## config.mk

```make
export PLATFORM = sky130hd
export DESIGN_NAME = reorder_buffer
export DESIGN_NICKNAME = d
export VERILOG_FILES = /design/src/rtl/reorder_buffer.sv
export SDC_FILE = /design/constraint.sdc
export NUM_CORES = 2
export LEC_CHECK = 0
export CORE_UTILIZATION = 51
export CTS_CLUSTER_SIZE = 24
export DETAILED_ROUTE_END_ITERATION = 8
export PLACE_DENSITY = 0.69
export SLEW_MARGIN = 40
export SYNTH_ARGS = -nofsm -noshare
export SYNTH_HDL_FRONTEND = slang
export SYNTH_SLANG_ARGS = --single-unit
export TNS_END_PERCENT = 20
```

## constraint.sdc

```tcl
create_clock -name clk -period 4.4 [get_ports clk]
set_input_delay 0.44 -clock clk [delete_from_list [all_inputs] [get_ports clk]]
set_output_delay 0.44 -clock clk [all_outputs]
set_load 0.01 [all_outputs]
```

## src/rtl/reorder_buffer.sv

```systemverilog
// Circular reorder buffer: allocates tags 1..2^ROB_LOG-1 at issue, captures CDB
// results, retires in program order and raises a one-cycle flush on a mispredicted branch.
`ifndef ROB_LOG
`define ROB_LOG 4
`endif

module reorder_buffer #(
    parameter int ROB_LOG = `ROB_LOG
) (
    input  logic               clk,
    input  logic               rst,
    input  logic               rdy,
    input  logic               issue_valid,
    input  logic [4:0]         issue_rd,
    input  logic               issue_is_branch,
    output logic               rob_full,
    output logic               rename_valid,
    output logic [ROB_LOG-1:0] issue_RobId,
    input  logic               cdb_valid,
    input  logic [ROB_LOG-1:0] cdb_RobId,
    input  logic [31:0]        cdb_value,
    input  logic               cdb_mispredict,
    input  logic [31:0]        cdb_target,
    input  logic [ROB_LOG-1:0] qj_RobId,
    input  logic [ROB_LOG-1:0] qk_RobId,
    output logic               qj_ready,
    output logic [31:0]        qj_value,
    output logic               qk_ready,
    output logic [31:0]        qk_value,
    output logic               commit_valid,
    output logic [4:0]         commit_dest,
    output logic [31:0]        commit_value,
    output logic [ROB_LOG-1:0] commit_RobId,
    output logic               jump_flag,
    output logic [31:0]        jump_pc
);

    localparam int DEPTH = 1 << ROB_LOG;
    localparam logic [ROB_LOG-1:0] PTR_MAX  = {ROB_LOG{1'b1}};
    localparam logic [ROB_LOG-1:0] PTR_ONE  = {{(ROB_LOG-1){1'b0}}, 1'b1};
    localparam logic [ROB_LOG-1:0] PTR_ZERO = {ROB_LOG{1'b0}};

    logic [DEPTH-1:0]   busy_r;
    logic [DEPTH-1:0]   ready_r;
    logic [DEPTH-1:0]   br_r;
    logic [DEPTH-1:0]   mp_r;
    logic [4:0]         rd_r    [DEPTH];
    logic [31:0]        value_r [DEPTH];
    logic [31:0]        tgt_r   [DEPTH];
    logic [ROB_LOG-1:0] head_r;
    logic [ROB_LOG-1:0] tail_r;
    logic [ROB_LOG-1:0] count_r;
    logic               flush_pend_r;
    logic [31:0]        flush_pc_r;
    logic               commit_s;

    // Tag 0 means "not renamed", so pointers wrap from the maximum back to 1.
    function automatic logic [ROB_LOG-1:0] ptr_next(input logic [ROB_LOG-1:0] p);
        return (p == PTR_MAX) ? PTR_ONE : p + PTR_ONE;
    endfunction

    function automatic logic [32:0] query(input logic [ROB_LOG-1:0] tag);
        logic [32:0] res;
        if (tag == PTR_ZERO) begin
            res = {1'b0, 32'h0000_0000};
        end else if (busy_r[tag] && ready_r[tag]) begin
            res = {1'b1, value_r[tag]};
        end else if (cdb_valid && (cdb_RobId == tag)) begin
            res = {1'b1, cdb_value};
        end else begin
            res = {1'b0, 32'h0000_0000};
        end
        return res;
    endfunction

    assign rob_full     = (count_r == PTR_MAX) | flush_pend_r | jump_flag;
    assign rename_valid = issue_valid & ~rob_full;
    assign issue_RobId  = tail_r;

    // Retire eligibility of the head entry and operand lookups.
    always_comb begin
        commit_s = ~flush_pend_r & (count_r != PTR_ZERO) & busy_r[head_r] & ready_r[head_r];
        {qj_ready, qj_value} = query(qj_RobId);
        {qk_ready, qk_value} = query(qk_RobId);
    end

    // Entry storage, pointers, retire payload and flush sequencing.
    always_ff @(posedge clk or negedge rst) begin
        if (!rst) begin
            busy_r       <= {DEPTH{1'b0}};
            ready_r      <= {DEPTH{1'b0}};
            br_r         <= {DEPTH{1'b0}};
            mp_r         <= {DEPTH{1'b0}};
            for (int i = 0; i < DEPTH; i++) begin
                rd_r[i]    <= 5'd0;
                value_r[i] <= 32'd0;
                tgt_r[i]   <= 32'd0;
            end
            head_r       <= PTR_ONE;
            tail_r       <= PTR_ONE;
            count_r      <= PTR_ZERO;
            flush_pend_r <= 1'b0;
            flush_pc_r   <= 32'd0;
            commit_valid <= 1'b0;
            commit_dest  <= 5'd0;
            commit_value <= 32'd0;
            commit_RobId <= PTR_ZERO;
            jump_flag    <= 1'b0;
            jump_pc      <= 32'd0;
        end else if (rdy) begin
            if (flush_pend_r) begin
                busy_r       <= {DEPTH{1'b0}};
                ready_r      <= {DEPTH{1'b0}};
                head_r       <= PTR_ONE;
                tail_r       <= PTR_ONE;
                count_r      <= PTR_ZERO;
                flush_pend_r <= 1'b0;
                commit_valid <= 1'b0;
                jump_flag    <= 1'b1;
                jump_pc      <= flush_pc_r;
            end else begin
                jump_flag <= 1'b0;
                // Slot 0 is never busy, so a tag-0 writeback drops out here too.
                if (cdb_valid && busy_r[cdb_RobId]) begin
                    ready_r[cdb_RobId] <= 1'b1;
                    value_r[cdb_RobId] <= cdb_value;
                    mp_r[cdb_RobId]    <= cdb_mispredict;
                    tgt_r[cdb_RobId]   <= cdb_target;
                end
                if (rename_valid) begin
                    busy_r[tail_r]  <= 1'b1;
                    ready_r[tail_r] <= 1'b0;
                    rd_r[tail_r]    <= issue_rd;
                    br_r[tail_r]    <= issue_is_branch;
                    mp_r[tail_r]    <= 1'b0;
                    tail_r          <= ptr_next(tail_r);
                end
                if (commit_s) begin
                    commit_valid   <= 1'b1;
                    commit_dest    <= rd_r[head_r];
                    commit_value   <= value_r[head_r];
                    commit_RobId   <= head_r;
                    busy_r[head_r] <= 1'b0;
                    head_r         <= ptr_next(head_r);
                    if (br_r[head_r] && mp_r[head_r]) begin
                        flush_pend_r <= 1'b1;
                        flush_pc_r   <= tgt_r[head_r];
                    end
                end else begin
                    commit_valid <= 1'b0;
                end
                case ({rename_valid, commit_s})
                    2'b10:   count_r <= count_r + PTR_ONE;
                    2'b01:   count_r <= count_r - PTR_ONE;
                    default: count_r <= count_r;
                endcase
            end
        end
    end

endmodule

```

* Yosys cells after proc, flatten, opt, wreduce, memory -nomap -nowiden
Cells that the tools add are included.
** Storage, ports and cells
- Flip-flop bits (word level) :: 1288
- Input bits :: 88
- Word-level logic and storage cells :: 217
** Cells by class
- Add/subtract/negate cells :: 4
- Magnitude comparators :: 15
- Equal/unequal tests :: 7
- Muxes and demuxes :: 82
- Bitwise logic cells :: 20
- Reductions and logical operators :: 26
** Operator list (number)
- $bwmux 512 :: 2
- $bmux 32 s4 :: 4
- $mux 32 :: 9
- $mux 16 :: 14
- $mux 33 :: 6
- $demux 32 s4 :: 1
- $bwmux 80 :: 1
- $and 16x16->16 :: 3
- $bmux 1 s4 :: 9
- $bwmux 16 :: 2
- $not 16->16 :: 2
- $or 16x16->16 :: 2
- $mux 4 :: 7
- $ge 5x5->1 const B :: 5
- $lt 4x5->1 const B :: 5
- $not 4->5 :: 5
- $bmux 5 s4 :: 1
- $demux 5 s4 :: 1
- $mux 1 :: 18
- $mux 5 :: 3
- $add 4x1->4 const B :: 3
- $demux 1 s4 :: 3
- $eq 4x4->1 const B :: 3
- $ge 4x1->1 const B :: 3
- other kinds (17) :: 42

* Logic depth before layout (Yosys ltp)
- Word-level depth :: 11
- Depth in mapped cells :: 12

* Least setup slack after synthesis
No wires, ideal clock.
- Path kind :: reg-to-reg
- Start :: register head_r[0]
- End :: register count_r[3]
- Setup time :: 0.126 ns
- Arrival time :: 2.944 ns
- Required time :: 4.274 ns
- Slack :: 1.330 ns
- Stages on the path, launching flop included :: 12
- Path buffers :: 2
- Cells stage by stage :: dfstp_2 buf_4 buf_2 nor3_1 a22oi_1 o2111ai_1 nor3_1 ha_1 o21a_1 nor2_1 mux2_2 a221o_1
** Between the ends
- Longest elaborated chain between the ends :: 7
- Elaborated cells on any way between the ends :: 12
** Ends and longest elaborated chain
- from (decl) :: RTL line 50 : logic [ROB_LOG-1:0] head_r;
- from (signal assigned) :: RTL line 144 : head_r <= ptr_next(head_r);
- $bmux 1 s4 :: RTL line 82 : commit_s = ~flush_pend_r & (count_r != PTR_ZERO) & busy_r[head_r] & ready_r[head_r];
- $mux 1 (implied by the code) :: RTL line 82
- $and 1x1->1 :: RTL line 82
- $and 1x1->1 (*) :: RTL line 82
- $eq 2x1->1 or $eq 2x2->1 (tied branches) :: RTL line 152 : case ({rename_valid, commit_s})
- $pmux 4 s2 or $reduce_bool 3->1 (tied branches)
- $mux 4 or $reduce_and 2->1 (tied branches)
- to (signal assigned) :: RTL line 153 : 2'b10: count_r <= count_r + PTR_ONE;
- to (signal assigned) :: RTL line 154 : 2'b01: count_r <= count_r - PTR_ONE;
- to (signal assigned) :: RTL line 155 : default: count_r <= count_r;
- to (decl) :: RTL line 52 : logic [ROB_LOG-1:0] count_r;
Mark *: on every way between the ends. The rest lies on a longest branch, timed or not. The select of a mux whose other input is x is not followed.
A chain may end at the register's enable or synchronous reset.

* Final worst setup path
- Start :: register busy_r[15]
- End :: output qk_value[20]
** Between the ends
- Longest elaborated chain between the ends :: 5
** Ends and longest elaborated chain
- from (decl) :: RTL line 43 : logic [DEPTH-1:0] busy_r;
- from (signal assigned) :: RTL line 90 : busy_r <= {DEPTH{1'b0}};
- from (signal assigned) :: RTL line 112 : busy_r <= {DEPTH{1'b0}};
- $bmux 1 s4 :: RTL line 66 : end else if (busy_r[tag] && ready_r[tag]) begin
- $mux 1 (implied by the code) :: RTL line 66
- $logic_and 1x1->1 :: RTL line 66
- $mux 33 :: RTL line 66
- $mux 33 :: RTL line 64 : if (tag == PTR_ZERO) begin
- to (decl) :: RTL line 29 : output logic [31:0] qk_value,
Every way passes these cells. The select of a mux whose other input is x is not followed.

==> flow_summary.yaml <==
global_routing:
  antenna_found_initial: 14
  grt.total_usage_pct: 27.6
  grt_pass1_wl_microns: 274000
  grt_max_degree: 147
  grt_pass1_vias: 42000
  grt.overflow.total: 0
critical_path:
  path_class: "flop to output port"
  cp.arrival_ns: 3.85
  cp.required_ns: 3.96
  cp-start-kind: "flop"
  worstPathMaxFanout: 32
  critPathCaptureType: "output port"
synthesis:
  synth_cell_type_count: 65
  yosysMostFrequentCell: "dfrtp_1"
  synthTopCellsByCount: "dfrtp_1, mux2_2, mux4_2, mux2_1, clkbuf_1"
  syn_area_sq_um: 67400
  ys_ff_latch: 1288
  ys_seq_area_share_pct: 47.8
  synthTopCellsByArea: "dfrtp_1, mux4_2, mux2_2, mux2_1, mux2_4"
  synth_top_area_share_pct: 47.7
  synth-edff-count: 0
  synth_nets: 4291
  synth_async_sr_flop_share_pct: 100
  synthFlopType: "dfrtp_1"
  yosysWarningCount: 0
  synth_top_area_cell: "dfrtp_1"
  netlist_instances: 4193
  postSynthAreaPerCell_sq_um: 16.1
place:
  dp_cells: 5877
  dpl_cell_area_sq_um: 71700
  dp.final_hpwl_microns: 109000
  gp_congestion: 0.913
  io_buffers: 234
sta:
  tightest_slew_ns: 0.848
  relSlewSlack_pct: 43.5
  hold_ws_ns: 0.281
  finClkSkew_ns: 0.0211
  setup-tns-final_ns: 0
  rsz0062_at_grt: "false"
  min_period_over_period_pct: 97.4
  hold_viol: 0
  fin_crit_ns: 4.29
  setup_viol_count_final: 0
  slew_violations: 0
  clock.fmax_mhz: 233
floorplanning:
  die_h_microns: 366
  core_area_sq_um: 131000
  dieArea_sq_um: 134000
  die-width_microns: 366
  start_util_pct: 51.3
  ios: 235
  row_count: 133
cells_and_area:
  drive_gt1_share_pct: 47.1
  syn_to_final_growth_pct: 13.6
  final_util_pct: 58.3
  nets: 4369
  final_cell_area_sq_um: 76600
  seq_area_sq_um: 32200
  fillers: 9976
  multi_input_area_sq_um: 33000
  stdcell_count: 6141
drt:
  ant_nets: 0
  wl_per_cell_microns: 29.2
  drt-total-wl_microns: 179000
  drt_iter0_drc: 3381
  avgViaCountPerCell: 6.53
  drc_errors: 0
  vias: 40100
  drtPass1Iterations: 5
clock_network:
  clkTransAtPathRegs_ns: 0.06
  clock_latency_ns: 0.77
  clockRootBuffer: "clkbuf_16"
  tritoncts: "done"
  cts_buffers: 143
  cts.htree.levels: 4
  cts_sinks: 1288
  clockBufferDepth: 3
job:
  cap_viol_max_count: 0
min_path:
  hold_path.class: "input pin to asynchronous set/reset pin"
power:
  p_per_area_nw_per_um2: 539
  peakVddDrop_mv: 0.436
  cellLeakagePower_uw: 0.0347
status:
  status: "finished clean"
[path summary, 6_finish.rpt]
kind,start,cells after the start,to,slack (ns)
max,busy_r[15],8,qk_value[20],0.11
min,rst,2,commit_value[10],0.28
max reg2reg,head_r[1],8,flush_pc_r[14],0.77
min reg2reg,tgt_r[432],1,tgt_r[432],0.48
max in group asynchronous,rst,4,flush_pc_r[15],2.74
min in group clk,tgt_r[432],1,tgt_r[432],0.48
[critical path: stages (launching register included)]
cell and delay (ns):
dfrtp_1 0.53, nand2_1 0.08, mux4_2 0.48, mux2_2 0.32, mux2i_4 0.17, buf_12 0.31, mux2i_1 0.14, nor2_1 0.37
clkdlybuf4s50_1 0.62
[what timing repair did]
item                                    4_1_cts  5_1_grt
gates resized for setup                       0        3
hold endpoints to repair                     78        0
setup buffers                                 0        0
endpoints found under the setup margin        0       18
hold buffers                                  1        0
[through the flow]
stage               setup slack, ns  power [uW]
finish                        0.115       41200
global route                 0.0278       43100
CTS                         0.00243       41500
detailed placement            0.382       29200
global placement              0.435       28800
floorplan                      1.33       25100
[report_power, final]
part	total (uW)	internal (uW)	switching (uW)	leakage, uW
combinational	12500	7040	5460	0.0151
sequential	16600	14500	2100	0.0173
clock	12200	7200	4980	0.00236
total	41200	28700	12500	0.0347
[cell families (layout without fill, tap and decap cells)]
family | Yosys count | in the layout | synth area share [%]
AO/OA/AOI/OAI | 164 | 164 | 1.57
adder cells (fa/ha/maj) | 10 | 10 | 0.186
XOR/XNOR | 10 | 10 | 0.130
flip-flops | 1288 | 1288 | 47.8
buffers and inverters | 453 | 643 | 3.54
other | 0 | 3 | 0
AND/OR/NAND/NOR | 291 | 291 | 2.15
multiplexers | 1977 | 1977 | 44.6
[routing by layer]
metal  vias to the layer above  GRT usage [%]  share of wire [%]
met5                         -              0              0.057
met1                     21900           38.7                 42
met2                      1384           43.3                 48
met3                       352           5.62                6.5
li1                      16400              -                  -
met4                        16           8.89                3.0
[state kept, by name, summed over array words and instances (netlist names), 5 cells and up]
| signal | cells |
|---|---|
| br_r | 16 |
| busy_r | 16 |
| commit_dest | 5 |
| commit_value | 32 |
| flush_pc_r | 32 |
| jump_pc | 32 |
| mp_r | 16 |
| rd_r | 80 |
| ready_r | 16 |
| tgt_r | 512 |
| value_r | 512 |
[placed cells by master, fill, tap and decap left out, drive strengths merged, types with 8 or more instances in the layout]
master and instances:
o21ai 57, mux4 680, clkinv 24, a31oi 9, nand2 96, a21oi 27
nand4b 10, nand3 41, clkbuf 218, mux2 1228, inv 25, a22oi 8
and3 13, mux2i 69, ha 10, o211ai 9, buf 140, clkdlybuf4s50 225
and2 10, dfrtp 1286, nor2 81, nand4 10, o2bb2ai 9
[area by class of cell]
cell class,instances,area share [%]
inverters,20,0.0980
flip-flops and latches,1288,42.1
diodes,3,0.00980
clock inverters,39,0.641
multi-input cells,2452,43.1
well taps,1755,2.87
repair buffers,366,5.54
clock buffers,218,5.64
Power figures use the tool's default switching activity.
